===== src/rtl/control_pkg.sv =====
// Shared opcode, control-bit and control-word definitions for the 8-bit computer
// microcode sequencer.
package control_pkg;

  typedef logic [15:0] ctrl_word_t;

  localparam logic [3:0] OP_NOP = 4'h0;
  localparam logic [3:0] OP_LDA = 4'h1;
  localparam logic [3:0] OP_ADD = 4'h2;
  localparam logic [3:0] OP_SUB = 4'h3;
  localparam logic [3:0] OP_STA = 4'h4;
  localparam logic [3:0] OP_LDI = 4'h5;
  localparam logic [3:0] OP_JMP = 4'h6;
  localparam logic [3:0] OP_JC  = 4'h7;
  localparam logic [3:0] OP_JZ  = 4'h8;
  localparam logic [3:0] OP_OUT = 4'hE;
  localparam logic [3:0] OP_HLT = 4'hF;

  localparam int CB_HLT = 15;
  localparam int CB_MI  = 14;
  localparam int CB_RI  = 13;
  localparam int CB_RO  = 12;
  localparam int CB_IO  = 11;
  localparam int CB_II  = 10;
  localparam int CB_AI  = 9;
  localparam int CB_AO  = 8;
  localparam int CB_EO  = 7;
  localparam int CB_SU  = 6;
  localparam int CB_BI  = 5;
  localparam int CB_OI  = 4;
  localparam int CB_CE  = 3;
  localparam int CB_CO  = 2;
  localparam int CB_J   = 1;
  localparam int CB_FI  = 0;

  localparam ctrl_word_t CW_HLT = ctrl_word_t'(1) << CB_HLT;
  localparam ctrl_word_t CW_MI  = ctrl_word_t'(1) << CB_MI;
  localparam ctrl_word_t CW_RI  = ctrl_word_t'(1) << CB_RI;
  localparam ctrl_word_t CW_RO  = ctrl_word_t'(1) << CB_RO;
  localparam ctrl_word_t CW_IO  = ctrl_word_t'(1) << CB_IO;
  localparam ctrl_word_t CW_II  = ctrl_word_t'(1) << CB_II;
  localparam ctrl_word_t CW_AI  = ctrl_word_t'(1) << CB_AI;
  localparam ctrl_word_t CW_AO  = ctrl_word_t'(1) << CB_AO;
  localparam ctrl_word_t CW_EO  = ctrl_word_t'(1) << CB_EO;
  localparam ctrl_word_t CW_SU  = ctrl_word_t'(1) << CB_SU;
  localparam ctrl_word_t CW_BI  = ctrl_word_t'(1) << CB_BI;
  localparam ctrl_word_t CW_OI  = ctrl_word_t'(1) << CB_OI;
  localparam ctrl_word_t CW_CE  = ctrl_word_t'(1) << CB_CE;
  localparam ctrl_word_t CW_CO  = ctrl_word_t'(1) << CB_CO;
  localparam ctrl_word_t CW_J   = ctrl_word_t'(1) << CB_J;
  localparam ctrl_word_t CW_FI  = ctrl_word_t'(1) << CB_FI;

  localparam ctrl_word_t CW_FETCH0 = CW_CO | CW_MI;
  localparam ctrl_word_t CW_FETCH1 = CW_RO | CW_II | CW_CE;

endpackage


===== src/rtl/microcode_rom.sv =====
// Combinational microcode: (step, opcode, flags) -> control word plus the index
// of the last non-empty step of that opcode.
module microcode_rom
  import control_pkg::*;
(
  input  logic       [2:0] i_step,
  input  logic       [3:0] i_instr,
  input  logic             i_flag_c,
  input  logic             i_flag_z,
  output ctrl_word_t       o_ctrl_word,
  output logic       [2:0] o_last_step
);

  always_comb begin
    // NOTE: every output gets a default first, so no path can infer a latch.
    o_ctrl_word = '0;
    o_last_step = 3'd1;
    if (i_step == 3'd0) begin
      o_ctrl_word = CW_FETCH0;
    end else if (i_step == 3'd1) begin
      o_ctrl_word = CW_FETCH1;
    end
    case (i_instr)
      OP_LDA: begin
        o_last_step = 3'd3;
        if (i_step == 3'd2) o_ctrl_word = CW_IO | CW_MI;
        if (i_step == 3'd3) o_ctrl_word = CW_RO | CW_AI;
      end
      OP_ADD, OP_SUB: begin
        o_last_step = 3'd4;
        if (i_step == 3'd2) o_ctrl_word = CW_IO | CW_MI;
        if (i_step == 3'd3) o_ctrl_word = CW_RO | CW_BI;
        if (i_step == 3'd4) begin
          o_ctrl_word = CW_EO | CW_AI | CW_FI | ((i_instr == OP_SUB) ? CW_SU : '0);
        end
      end
      OP_STA: begin
        o_last_step = 3'd3;
        if (i_step == 3'd2) o_ctrl_word = CW_IO | CW_MI;
        if (i_step == 3'd3) o_ctrl_word = CW_AO | CW_RI;
      end
      OP_LDI: begin
        o_last_step = 3'd2;
        if (i_step == 3'd2) o_ctrl_word = CW_IO | CW_AI;
      end
      OP_JMP: begin
        o_last_step = 3'd2;
        if (i_step == 3'd2) o_ctrl_word = CW_IO | CW_J;
      end
      // Conditional jumps always reach T2; flags only matter in that step.
      OP_JC: begin
        o_last_step = 3'd2;
        if (i_step == 3'd2 && i_flag_c) o_ctrl_word = CW_IO | CW_J;
      end
      OP_JZ: begin
        o_last_step = 3'd2;
        if (i_step == 3'd2 && i_flag_z) o_ctrl_word = CW_IO | CW_J;
      end
      OP_OUT: begin
        o_last_step = 3'd2;
        if (i_step == 3'd2) o_ctrl_word = CW_AO | CW_OI;
      end
      OP_HLT: begin
        o_last_step = 3'd2;
        if (i_step == 3'd2) o_ctrl_word = CW_HLT;
      end
      default: ;
    endcase
  end

endmodule


===== src/rtl/control_sequencer.sv =====
// Micro-step counter and halt latch around the microcode ROM; emits the control
// word the datapath samples on the next rising clk edge.
module control_sequencer
  import control_pkg::*;
#(
  parameter int NUM_STEPS = 5,
  parameter bit EARLY_END = 1'b1
) (
  input  logic        clk,
  input  logic        reset,
  input  logic        enable,
  input  logic [3:0]  instr,
  input  logic        flag_c,
  input  logic        flag_z,
  output logic [15:0] ctrl_word,
  output logic [2:0]  step,
  output logic        halted
);

  localparam logic [2:0] LP_FINAL_STEP = 3'(NUM_STEPS - 1);

  logic       [2:0] r_step;
  logic             r_halted;
  ctrl_word_t       w_rom_word;
  logic       [2:0] w_last_step;
  logic             w_step_end;

  microcode_rom u_rom (
    .i_step      (r_step),
    .i_instr     (instr),
    .i_flag_c    (flag_c),
    .i_flag_z    (flag_z),
    .o_ctrl_word (w_rom_word),
    .o_last_step (w_last_step)
  );

  assign w_step_end = (r_step == LP_FINAL_STEP) || (EARLY_END && (r_step >= w_last_step));

  // NOTE: state registers use non-blocking assignments so every flop samples pre-edge values.
  always_ff @(posedge clk) begin
    if (reset) begin
      r_step   <= 3'd0;
      r_halted <= 1'b0;
    end else if (enable && !r_halted) begin
      // Halt wins over wrap so the counter freezes on the HLT step.
      if (w_rom_word[CB_HLT]) begin
        r_halted <= 1'b1;
      end else if (w_step_end) begin
        r_step <= 3'd0;
      end else begin
        r_step <= r_step + 3'd1;
      end
    end
  end

  assign ctrl_word = r_halted ? CW_HLT : w_rom_word;
  assign step      = r_step;
  assign halted    = r_halted;

endmodule


===== config.mk =====
export PLATFORM = sky130hd
export DESIGN_NAME = control_sequencer
export DESIGN_NICKNAME = d
export VERILOG_FILES = /design/src/rtl/control_pkg.sv /design/src/rtl/microcode_rom.sv /design/src/rtl/control_sequencer.sv
export SDC_FILE = /design/constraint.sdc
export NUM_CORES = 1
export LEC_CHECK = 0
export ABC_AREA = 1
export ABC_CLOCK_PERIOD_IN_PS = 1500
export BUFFER_PORTS_ARGS = -buffer_cell sky130_fd_sc_hd__buf_2
export CAP_MARGIN = 0
export CORE_MARGIN = 1
export CORE_UTILIZATION = 43
export CTS_CLUSTER_DIAMETER = 80
export DETAILED_ROUTE_END_ITERATION = 8
export GPL_TIMING_DRIVEN = 0
export PLACE_DENSITY = 0.75
export SLEW_MARGIN = 20
export SYNTH_ARGS = -nofsm -noshare
export SYNTH_HDL_FRONTEND = slang
export SYNTH_HIERARCHICAL = 1
export SYNTH_SLANG_ARGS = --single-unit

===== constraint.sdc =====
create_clock -name clk -period 1.5 [get_ports clk]
set_clock_uncertainty 0.2 [all_clocks]
set_input_delay 0.225 -clock clk [delete_from_list [all_inputs] [get_ports clk]]
set_output_delay 0.225 -clock clk [all_outputs]
set_load 0.005 [all_outputs]

# After elaboration in Yosys (flattened, before gate mapping)
# Cells that the tools add are included.
[totals] mem_bits_ro=0 input_bits=9 memories=0 latch_bits=0 mem_bits_rw=0 output_inout_bits=20 word_cells=48 ff_bits=4
[op_classes] bitwise_logic=1 div=0 eq_ne=14 shift=0 reduce_logical=11 n_addsub=1 muxes=18 n_lt_le_gt_ge=1 mul=0
[op_table] cell="16-bit two-way mux" count=12
[op_table] cell="16-bit case mux with 9 select lines" count=1
[op_table] cell="4-bit by 3-bit equality test with 1-bit output (second input constant)" count=4
[op_table] cell="15-bit two-way mux" count=1
[op_table] cell="13-bit two-way mux" count=1
[op_table] cell="4-bit equality test (second input constant)" count=3
[op_table] cell="3-bit case mux with 3 select lines" count=1
[op_table] cell="4-bit by 2-bit equality test with 1-bit output (second input constant)" count=2
[op_table] cell="7-bit two-way mux" count=1
[op_table] cell="3-bit by 2-bit equality test with 1-bit output (second input constant)" count=2
[op_table] cell="6-bit OR reduction" count=1
[op_table] cell="4-bit by 1-bit equality test with 1-bit output (second input constant)" count=1
[op_table] cell="2-bit AND reduction" count=2
[op_table] cell="2-bit OR reduction" count=2
[op_table] cell="3-bit by 1-bit adder with 3-bit output (second input constant)" count=1
[op_table] cell="3-bit by 1-bit equality test with 1-bit output (second input constant)" count=1
[op_table] cell="3-bit equality test (second input constant)" count=1
[op_table] cell="3-bit >= comparator" count=1
[op_table] cell="1-bit logical AND" count=3
[op_table] cell="3-bit zero test" count=1
[op_table] cell="3-bit two-way mux" count=1
[op_table] cell="1-bit zero test" count=1
[op_table] cell="1-bit logical OR" count=1
[op_table] cell="1-bit NOT" count=1

# Longest topological paths before layout
[depth] depth_word=9 ltp_mapped=15 mapped_depth_nobuf=15

# Modules after synthesis
# The synthesis kept the hierarchy.
[by_module_without_submodules] mod="control_sequencer" seq_area_each_um2=80.1 instances=1 cells_per_inst=79 area_per_inst_um2=431.7
[by_module_without_submodules] mod="microcode_rom" seq_area_each_um2=0.0 instances=1 cells_per_inst=68 area_per_inst_um2=312.8

# Worst setup path before layout
# OpenSTA, ideal clock, no wires.
[synth_timing] path_type="flip-flop to flip-flop" startpoint="reg r_step[1], in the netlist step[1]" endpoint="reg r_step[2], in the netlist step[2]" stages_incl_launch_ff=10 t_required_ps=1188 setup_time_ps=112 path_buffers=0 synth_period_minus_slack_ps=1662 setup_slack_ps=-162 arrival_time_ps=1350 cell_sequence="dfxtp_1 > nand3_1 > nor3_1 > nor2_4 > nand2_2 > inv_2 > nand2_1 > nand2_1 > nand2_1 > nor2_1"
[synth_between] elab_chain_len=6 word_cells_on_any_way=15 cone_classes="add/sub (1); order compare (1); eq/ne (3); mux (7); bitwise (1); reduce/logical (2)"
[synth_lines] item="start: declaration" line="control_sequencer.sv:22" rtl="logic [2:0] r_step;"
[synth_lines] item="start signal: assignment" line="control_sequencer.sv:51" rtl="r_step <= r_step + 3'd1;"
[synth_lines] item="3-bit by 2-bit equality test with 1-bit output" line="microcode_rom.sv:27, microcode_rom.sv:32, microcode_rom.sv:40"
[synth_lines] item="16-bit two-way mux" line="microcode_rom.sv:32" rtl="if (i_step == 3'd3) o_ctrl_word = CW_RO | CW_BI;"
[synth_lines] item="16-bit two-way mux" line="microcode_rom.sv:33" rtl="if (i_step == 3'd4) begin"
[synth_lines] item="16-bit case mux with 9 select lines *" line="microcode_rom.sv:23" rtl="case (i_instr)"
[synth_lines] item="net w_rom_word[15]" line="control_sequencer.sv:24" rtl="ctrl_word_t w_rom_word;"
[synth_lines] item="1-bit NOT (no line) *"
[synth_lines] item="2-bit AND reduction (no line) *"
# Mark *: on every way through the listed nets, which the timed path passes. The rest lies on a longest branch.
# A chain may end at the register's enable or synchronous reset.

# Final worst setup path
[layout_timing] startpoint="reg r_step[2], in the netlist step[2]" endpoint="out ctrl_word[8]"
[layout_between] elab_chain_len=7 word_cells_on_any_way=20 cone_classes="eq/ne (3); mux (14); reduce/logical (3)"
[layout_lines] item="3-bit zero test" line="microcode_rom.sv:18" rtl="if (i_step == 3'd0) begin"
[layout_lines] item="15-bit two-way mux" line="microcode_rom.sv:18"
[layout_lines] item="16-bit two-way mux" line="microcode_rom.sv:26, microcode_rom.sv:31, microcode_rom.sv:39"
[layout_lines] item="16-bit two-way mux" line="microcode_rom.sv:32"
[layout_lines] item="16-bit two-way mux" line="microcode_rom.sv:33"
[layout_lines] item="16-bit case mux with 9 select lines *" line="microcode_rom.sv:23"
[layout_lines] item="net w_rom_word[8]" line="control_sequencer.sv:24"
[layout_lines] item="16-bit two-way mux *" line="control_sequencer.sv:56" rtl="assign ctrl_word = r_halted ? CW_HLT : w_rom_word;"
[layout_lines] item="end: declaration" line="control_sequencer.sv:15" rtl="output logic [15:0] ctrl_word,"
# Marked as above.

==> results.sh <==
export IMPL_cts_sinks=4
export IMPL_io_pins=29
export IMPL_place_congestion=0.821
export IMPL_diodes=0
export IMPL_drt_first_pass_iters=6
export IMPL_seqCellArea_um2=91.3
export IMPL_peakVddDrop_mv=0.354
export IMPL_synth_nets=161
export IMPL_die_y_um=43.6
export IMPL_placed_area_um2=928
export IMPL_grt_use_total_pct=25.9
export IMPL_yosysTopAreaCellShare_pct=17.6
export IMPL_grt_pass1_vias=882
export IMPL_hp_class="primary input to flip-flop"
export IMPL_fin_crit_ps=1680
export IMPL_clock_latency_ps=240
export IMPL_slew_violations=0
export IMPL_cts_clk_slew_worst_paths_ps=40
export IMPL_nNetsFinal=205
export IMPL_fp_dieW_um=43.6
export IMPL_synth_area_leaders="inv_1 18%, nand2_1 17%, nor2_1 17%"
export IMPL_fin_area_um2=1230
export IMPL_r2r_end="step[0]$_SDFFE_PP0P_"
export IMPL_violations="design-rule violations, negative setup slack"
export IMPL_area_delta_synth_final_pct=64.7
export IMPL_cp_start_kind="flip-flop"
export IMPL_crit_chain="inv_4 -> nand3_2 -> o22ai_1 -> inv_1 -> nor2_1 -> buf_2"
export IMPL_grt_overflow_total=0
export IMPL_maxSlewHeadroom_pct=82.2
export IMPL_hold_start="enable"
export IMPL_p_leak_nw=0.741
export IMPL_worst_slew_pin_slew_ps=266
export IMPL_synthFlopType="dfxtp_1"
export IMPL_slowest_stage="dfxtp_4"
export IMPL_p_total_uw=582
export IMPL_viasPerCell=5.05
export IMPL_timing_hold_worst_path_depth=3
export IMPL_multi_input_area_um2=616
export IMPL_antenna_found_initial=0
export IMPL_yosys_warnings=6
export IMPL_r2r_cells=10
export IMPL_floorplan_initialDensity_pct=47.8
export IMPL_yosys_area_top_type="inv_1"
export IMPL_synth_cells=147
export IMPL_ys_async_sr_fraction_pct=0
export IMPL_finalHoldViolCount=0
export IMPL_min_to="halted$_SDFFE_PP0P_"
export IMPL_finalWorstSetupSlack_ps=-182
export IMPL_dieArea_um2=1900
export IMPL_synth_commonest_cells="35 x inv_1, 33 x nand2_1, 33 x nor2_1"
export IMPL_crit_required_ps=1070
export IMPL_htreeDepth=1
export IMPL_yosys_cell_types_count=21
export IMPL_dpl_hpwl_um=1460
export IMPL_rr_startpoint="step[0]$_SDFFE_PP0P_"
export IMPL_cts_inserted_buffers=3
export IMPL_critPathKind="flip-flop to output port"
export IMPL_synth_area_um2=744
export IMPL_grt_pass1_wl_um=3750
export IMPL_status="finished, violations left"
export IMPL_drive_gt1_share_pct=45.5
export IMPL_crit_start="step[2]$_SDFFE_PP0P_"
export IMPL_fmax_ghz=0.594
export IMPL_ys_ff_latch=4
export IMPL_avgSynthCellArea_um2=5.06
export IMPL_drv_cap=0
export IMPL_post_synth_top_count_cell="inv_1"
export IMPL_coreArea_um2=1560
export IMPL_cts_tree="yes"
export IMPL_synth_edf_count=0
export IMPL_rsz0062_at_grt="yes"
export IMPL_finalSetupViolations=19
export IMPL_drc_errors=3
export IMPL_worstPathArrival_ps=1260
export IMPL_port_buffer_count=28
export IMPL_cp_end_kind="output port"
export IMPL_cellPowerDensity_nw_per_um2=475
export IMPL_grt_max_degree=11
export IMPL_drt_total_wl_um=2570
export IMPL_setup_tns_ps=-1770
export IMPL_clk_path_buf_depth=2
export IMPL_r2r_setup_slack_ps=-90
export IMPL_finalCritPeriodShare_pct=112
export IMPL_wl_per_cell_um=12.5
export IMPL_vias=1035
export IMPL_pre_cts_ws_ps=-317
export IMPL_yosysSeqAreaShare_pct=10.8
export IMPL_cts_root_buf="clkbuf_4"
export IMPL_first_iter_violations=30
export IMPL_cp_slowest_stage_delay_ps=360
export IMPL_fill_cells=113
export IMPL_cp_max_fo=4
export IMPL_postRouteAntennaNets=0
export IMPL_placementRows=14
layout make-up:
cell class	count	share of cell area (%)
clock buffers	3	1.84
repair buffers	39	21.9
well taps	16	1.63
plain buffers	4	2.76
inverters	41	14.2
multi-input cells	98	50.2
flip-flops and latches	4	7.45
kinds of logic (layout without fill, tap and decap cells):
| family | after synthesis | count (layout) | synth area share [%] |
|---|---|---|---|
| and+or+nand+nor | 87 | 87 | 50.8 |
| xor gates and xnor gates | 1 | 1 | 1.18 |
| buffers and inverters | 45 | 87 | 24.9 |
| DFF | 4 | 4 | 10.8 |
| AOI/OAI and AO/OA | 5 | 5 | 4.04 |
| adders and majority gates | 5 | 5 | 8.40 |
critical path, delay by kind of cell, from the launching register on:
family | cells | cell delay, ps
compound gates | 1 | 220
simple gates | 2 | 190
flops | 1 | 360
buf+inv | 3 | 260
metal layers:
layer	track usage, %	share of wire, %	vias up
met5	0	0	-
met4	8.75	2.6	0
met3	5.83	6.8	9
met2	44.5	50	55
met1	31.7	41	451
li1	-	-	520
metrics by stage:
| step | std cells | hold slack [ps] | utilization [%] |
|---|---|---|---|
| floorplan | 147 | 97.4 | - |
| global placement | 191 | 204 | 59.6 |
| detailed placement | 191 | 205 | 59.6 |
| CTS | 202 | 49.8 | 74.5 |
| global route | 205 | 132 | 78.7 |
| finish | 205 | 135 | 78.7 |
what timing repair did:
item / in CTS / in global routing
setup buffers: 7 / 3
gates resized for setup: 43 / 12
setup endpoints to repair: 19 / 19
hold buffers: 1 / 0
endpoints found under the hold margin: 1 / 0
pin swaps: 10 / 8
power by group:
group | switching, mW | internal [mW] | leakage (nW)
combinational | 0.177 | 0.139 | 0.692
sequential | 0.0139 | 0.113 | 0.0347
clock | 0.0490 | 0.0899 | 0.0138
registers in the layout, summed over array words and instances (netlist names):
register  flops
step          3
halted        1
placed cells by master (no fill, tap or decap):
master / instances
ha_4: 1
xor2_1: 1
buf_12: 1
nand3_2: 1
nand2_4: 5
nand3_1: 6
nand2_2: 5
inv_1: 32
buf_4: 12
nor3_2: 1
nand4_1: 3
o21bai_1: 1
o22ai_1: 1
clkbuf_4: 3
inv_4: 2
ha_1: 4
nor2_1: 24
nor2_4: 6
nand3_4: 1
a31oi_1: 1
dfxtp_1: 1
buf_6: 6
dlygate4sd3_1: 1
nand4_2: 1
nand2_1: 26
inv_6: 3
nor2_2: 7
dfxtp_4: 3
inv_2: 4
a21oi_1: 2
nor3_4: 1
buf_2: 23
worst max-delay path by stage:
stage | cells past startpoint | slack [ps] | endpoint
final | 6 | -180 | ctrl_word[8]
after global routing | 8 | -270 | ctrl_word[11]
after global placement | 15 | -270 | step[0]$_SDFFE_PP0P_
after CTS | 7 | -140 | ctrl_word[11]
after floorplan | 14 | 3 | step[0]$_SDFFE_PP0P_
after detailed placement | 15 | -320 | step[2]$_SDFFE_PP0P_
Note: power is estimated with default switching activity, not from simulation.
